===== src/rtl/ahb_slave_regfile.sv =====
// AHB-Lite slave register bank: NUM_REGS x 32-bit words, byte/halfword/word strobes, WAIT_CYCLES wait states per OKAY data phase.
// Define AHB_SLV_ERR_EN to answer illegal transfers with the two-cycle ERROR response instead of a silent zero-wait OKAY.
module ahb_slave_regfile #(
    parameter int unsigned NUM_REGS    = 16,
    parameter int unsigned WAIT_CYCLES = 0,
    parameter logic [31:0] RESET_VAL   = 32'h0000_0000
) (
    input  logic        HCLK,
    input  logic        HRESETn,
    input  logic        HSEL,
    input  logic [31:0] HADDR,
    input  logic [1:0]  HTRANS,
    input  logic        HWRITE,
    input  logic [2:0]  HSIZE,
    input  logic [31:0] HWDATA,
    input  logic        HREADY,
    output logic        HREADYOUT,
    output logic        HRESP,
    output logic [31:0] HRDATA
);
    localparam int unsigned IDX_W    = $clog2(NUM_REGS);
    localparam logic [3:0]  CNT_INIT = (WAIT_CYCLES > 0) ? 4'(WAIT_CYCLES - 1) : 4'd0;

`ifdef AHB_SLV_ERR_EN
    typedef enum logic [2:0] {S_IDLE, S_WAIT, S_DATA, S_ERR1, S_ERR2} state_t;
`else
    typedef enum logic [2:0] {S_IDLE, S_WAIT, S_DATA} state_t;
`endif

    state_t             state_q, state_d;
    logic [3:0]         cnt_q, cnt_d;
    logic [IDX_W-1:0]   idx_q, idx_d;
    logic [1:0]         off_q, off_d;
    logic [2:0]         size_q, size_d;
    logic               wr_q, wr_d;
    logic               legal_q, legal_d;
    logic [31:0]        regs_q [NUM_REGS];

    logic               accept;
    logic               legal_in;
    logic               aligned;
    logic               wr_en;
    logic [3:0]         strb;
    logic               unused_bits;

    assign unused_bits = ^{HADDR[31:12], HTRANS[0]};

    // A new address phase is only taken while this slave is not stalling the bus.
    assign accept  = HSEL & HTRANS[1] & HREADY & HREADYOUT;
    assign aligned = (HSIZE == 3'd0) ||
                     ((HSIZE == 3'd1) && !HADDR[0]) ||
                     ((HSIZE == 3'd2) && (HADDR[1:0] == 2'b00));
    assign legal_in = ({22'd0, HADDR[11:2]} < NUM_REGS) && (HSIZE <= 3'd2) && aligned;

    always_comb begin
        state_d = state_q;
        cnt_d   = cnt_q;
        idx_d   = idx_q;
        off_d   = off_q;
        size_d  = size_q;
        wr_d    = wr_q;
        legal_d = legal_q;
        if (accept) begin
            idx_d   = HADDR[2 +: IDX_W];
            off_d   = HADDR[1:0];
            size_d  = HSIZE;
            wr_d    = HWRITE;
            legal_d = legal_in;
        end
        case (state_q)
            S_WAIT: begin
                if (cnt_q == 4'd0) state_d = S_DATA;
                else               cnt_d   = cnt_q - 4'd1;
            end
`ifdef AHB_SLV_ERR_EN
            S_ERR1: state_d = S_ERR2;
`endif
            default: begin
                state_d = S_IDLE;
                if (accept) begin
                    if (!legal_in) begin
`ifdef AHB_SLV_ERR_EN
                        state_d = S_ERR1;
`else
                        state_d = S_IDLE;
`endif
                    end else if (WAIT_CYCLES > 0) begin
                        state_d = S_WAIT;
                        cnt_d   = CNT_INIT;
                    end else begin
                        state_d = S_DATA;
                    end
                end
            end
        endcase
    end

    always_ff @(posedge HCLK or negedge HRESETn) begin
        if (!HRESETn) begin
            state_q <= S_IDLE;
            cnt_q   <= 4'd0;
            idx_q   <= '0;
            off_q   <= 2'b00;
            size_q  <= 3'd0;
            wr_q    <= 1'b0;
            legal_q <= 1'b0;
        end else begin
            state_q <= state_d;
            cnt_q   <= cnt_d;
            idx_q   <= idx_d;
            off_q   <= off_d;
            size_q  <= size_d;
            wr_q    <= wr_d;
            legal_q <= legal_d;
        end
    end

    always_comb begin
        strb = 4'b0000;
        case (size_q)
            3'd0:    strb = 4'b0001 << off_q;
            3'd1:    strb = off_q[1] ? 4'b1100 : 4'b0011;
            3'd2:    strb = 4'b1111;
            default: strb = 4'b0000;
        endcase
    end

    assign wr_en = (state_q == S_DATA) && wr_q && legal_q;

    always_ff @(posedge HCLK or negedge HRESETn) begin
        if (!HRESETn) begin
            for (int i = 0; i < NUM_REGS; i++) regs_q[i] <= RESET_VAL;
        end else if (wr_en) begin
            for (int b = 0; b < 4; b++) begin
                if (strb[b]) regs_q[idx_q][8*b +: 8] <= HWDATA[8*b +: 8];
            end
        end
    end

    // Read straight from the array so a read right after a write sees the committed value.
    assign HRDATA = ((state_q == S_DATA) && !wr_q && legal_q) ? regs_q[idx_q] : 32'd0;

`ifdef AHB_SLV_ERR_EN
    assign HREADYOUT = !((state_q == S_WAIT) || (state_q == S_ERR1));
    assign HRESP     = (state_q == S_ERR1) || (state_q == S_ERR2);
`else
    assign HREADYOUT = (state_q != S_WAIT);
    assign HRESP     = 1'b0;
`endif

endmodule


===== config.mk =====
export PLATFORM = sky130hd
export DESIGN_NAME = ahb_slave_regfile
export DESIGN_NICKNAME = d
export VERILOG_FILES = /design/src/rtl/ahb_slave_regfile.sv
export SDC_FILE = /design/constraint.sdc
export NUM_CORES = 1
export LEC_CHECK = 0
export CORE_MARGIN = 1.5
export CORE_UTILIZATION = 40
export DETAILED_ROUTE_END_ITERATION = 8
export GPL_TIMING_DRIVEN = 0
export PLACE_DENSITY = 0.65
export SYNTH_ARGS = -nofsm -noshare
export SYNTH_HDL_FRONTEND = slang
export SYNTH_SLANG_ARGS = --single-unit

===== constraint.sdc =====
create_clock -name HCLK -period 3.5 [get_ports HCLK]
set_input_delay 0.525 -clock HCLK [delete_from_list [all_inputs] [get_ports HCLK]]
set_output_delay 0.525 -clock HCLK [all_outputs]
set_load 0.02 [all_outputs]

==> impl_metrics.py <==
metrics = {
    "sta": {
        "finalCritPeriodShare": 0.959,
        "hold_slack_ns": 0.403,
        "setup_viol": 0,
        "hold_viol_final": 0,
        "relSlewSlack": 0.236,
        "finClkSkew_ns": 0.0255,
        "max_freq_mhz": 298,
        "fin_ws_ns": 0.144,
        "layout_min_cycle_time_ns": 3.36,
        "slew_violations": 0,
        "worstMarginPinSlew_ns": 1.14,
    },
    "worst_setup_path": {
        "reg2reg_slack_ns": 0.30,
        "slowest_delay_ns": 0.41,
        "end_kind": "output port",
        "path_class": "reg -> out",
        "crit_path_top_delay_cell": "dfrtp_1",
        "cp_data_arrival_time_ns": 2.83,
        "worstPathCellList": "buf_2 > buf_6 > clkbuf_8 > mux4_2 > mux2i_1 > o21ai_1 > dlygate4sd2_1",
        "r2r-end": "regs_q[226]",
        "reg2regPathDepth": 5,
        "r2r-start": "idx_q[3]",
        "path_max_fanout": 10,
        "critPathLaunchType": "flop",
        "crit_required_ns": 2.97,
    },
    "global_route": {
        "grt_max_degree": 118,
        "antenna_found_initial": 0,
        "grt-ovfl-total": 0,
        "track_usage": 0.225,
        "grt_pass1_wl_mm": 99.1,
        "grt_pass1_vias": 15000,
    },
    "yosys": {
        "yosys_warnings": 0,
        "synth_area_per_cell_um2": 16.1,
        "synthesis.instances": 1483,
        "async_flop_share": 1.00,
        "synthFlopType": "dfrtp_1",
        "synth_area_um2": 23900,
        "synth_nets": 1557,
        "yosysUniqueCellTypes": 44,
        "yosysSeqAreaShare": 0.550,
        "synth_top_cell_area_share": 0.550,
        "synth_edf_count": 0,
        "synth_top_cell_by_area": "dfrtp_1",
        "synthTopCellsByArea": "dfrtp_1 55%, mux2_2 25%, mux4_2 12%, mux2i_1 1.4%, a22oi_1 1.0%",
        "ys_seq_elements": 524,
    },
    "cts": {
        "cts-htree-levels": 2,
        "path_clk_slew_ns": 0.06,
        "cts_tree": "yes",
        "cts_sinks": 524,
        "cts.path.max_buffers": 3,
        "cts-root-buf": "clkbuf_16",
        "numCtsBuffers": 56,
        "worstSkewPairLatency_ns": 0.62,
    },
    "power": {
        "p_per_area_nw_per_um2": 509,
        "p_total_uw": 14200,
        "p_leak_uw": 0.0119,
        "ir_drop_uv": 400,
    },
    "final_layout": {
        "layout-drive-gt1-share": 0.493,
        "fin_nets": 1707,
        "final_area_um2": 27900,
        "syn_to_final_growth_pct": 16.8,
        "final_common_cell": "dfrtp_1",
        "layoutNonFillerInstCount": 2445,
        "final_cell_mix": "523 x dfrtp_1, 522 x mux2_2, 126 x mux4_2",
    },
    "placement": {
        "gp_congestion": 0.840,
        "dp_slack_ns": -0.959,
        "portBuffers": 84,
        "post-dp-hpwl_mm": 42.8,
        "dpl.cell_count": 2345,
        "placedInstanceArea_um2": 25800,
    },
    "route": {
        "drc": 0,
        "first_pass_iters": 6,
        "postRouteAntennaNets": 0,
        "drt_iter0_markers": 989,
        "viasPerCell": 5.79,
        "num_vias": 14200,
        "drt_wl_total_mm": 66.8,
        "wire_per_inst_um": 27.3,
    },
    "floorplan": {
        "die-area_um2": 61100,
        "core.rowCount": 89,
        "initial_utilization": 0.404,
        "pin_count": 108,
        "dieHeight_um": 247,
        "fp.dieW_um": 247,
        "core_um2": 59000,
    },
    "job": {
        "maxCapViolations": 0,
    },
    "hold_path": {
        "hold_path.class": "in -> async",
    },
    "status": {
        "run_status": "complete, no violations",
    },
}
[power by group]
part           switching, uW  internal (uW)  total, uW  leakage, uW
Sequential               132           6290       6420      0.00648
Combinational           1200            957       2160      0.00460
Clock                   2380           3230       5600     0.000845
[metal layers]
| metal | vias up | track usage | routed length [um] |
|---|---|---|---|
| met5 | - | 0 | 0 |
| met4 | 0 | 0.0930 | 2990 |
| met3 | 154 | 0.0475 | 3860 |
| met2 | 414 | 0.350 | 30900 |
| met1 | 7650 | 0.306 | 29000 |
| li1 | 5938 | - | - |
[flip-flops by register name (all words and copies together), names as in the netlist]
name / count
idx_q: 4
legal_q: 1
off_q: 2
regs_q: 512
size_q: 3
state_q: 1
wr_q: 1
[worst max path at each step]
stage              from    endpoint  slack (ns)  depth (start not counted)
2_1_floorplan  idx_q[0]  HRDATA[21]        0.97                          5
3_3_place_gp    HRESETn  regs_q[25]      -20.42                          1
3_5_place_dp   idx_q[3]   HRDATA[3]       -0.96                          7
4_1_cts        idx_q[0]  HRDATA[19]       0.007                          7
5_1_grt        idx_q[3]  HRDATA[10]     -0.0002                          7
6_report       idx_q[3]   HRDATA[3]        0.14                          7
[repair_timing]
item	4_1_cts	5_1_grt
setup endpoints to repair	32	11
hold buffers	1	0
pin swaps	0	1
setup buffers	1	1
gates resized for setup	183	6
hold endpoints to repair	43	0
[cell usage after synthesis (all sizes together) (2+ instances only)]
cell type,n
or4,2
nand2b,4
nor2,9
nand2,30
mux4,126
or3,3
a21o,2
a22oi,32
o21ai,34
nand3,18
nor3,15
a21oi,4
nor4,5
mux2i,33
inv,2
nor2b,3
nor3b,12
clkbuf,48
mux2,522
and3,2
a2111oi,2
conb,2
buf,41
dfrtp,524
[layout make-up]
cell class                      count  area (um2)
Fill cell                        5094       31100
Sequential cell                   524       13100
Multi-Input combinational cell    868       10400
Clock buffer                       88        1660
Timing Repair Buffer               92         968
Tap cell                          773         967
Buffer                             89         719
Clock inverter                      8        51.3
Inverter                            2        7.51
Antenna cell                        1        2.50
[cells by family after synthesis]
family          after synthesis  synth area share
flops                       524             0.550
other cells                   2          0.000315
buf+inv                      91            0.0165
mux                         681             0.379
simple gates                107            0.0328
compound gates               78            0.0217
[stage by stage]
step	util	TNS (ns)
2_1_floorplan	-	0
3_3_place_gp	0.435	-
3_5_place_dp	0.437	-23.42
4_1_cts	0.472	0
5_1_grt	0.472	-0.000242
6_report	0.472	0
[critical path: cells and delay by family (launching register included)]
kind,cells,cell delay [ns]
flops,1,0.41
compound gates,1,0.13
mux,2,0.51
buf+inv,4,1.17
Note: power is estimated with default switching activity, not from simulation.
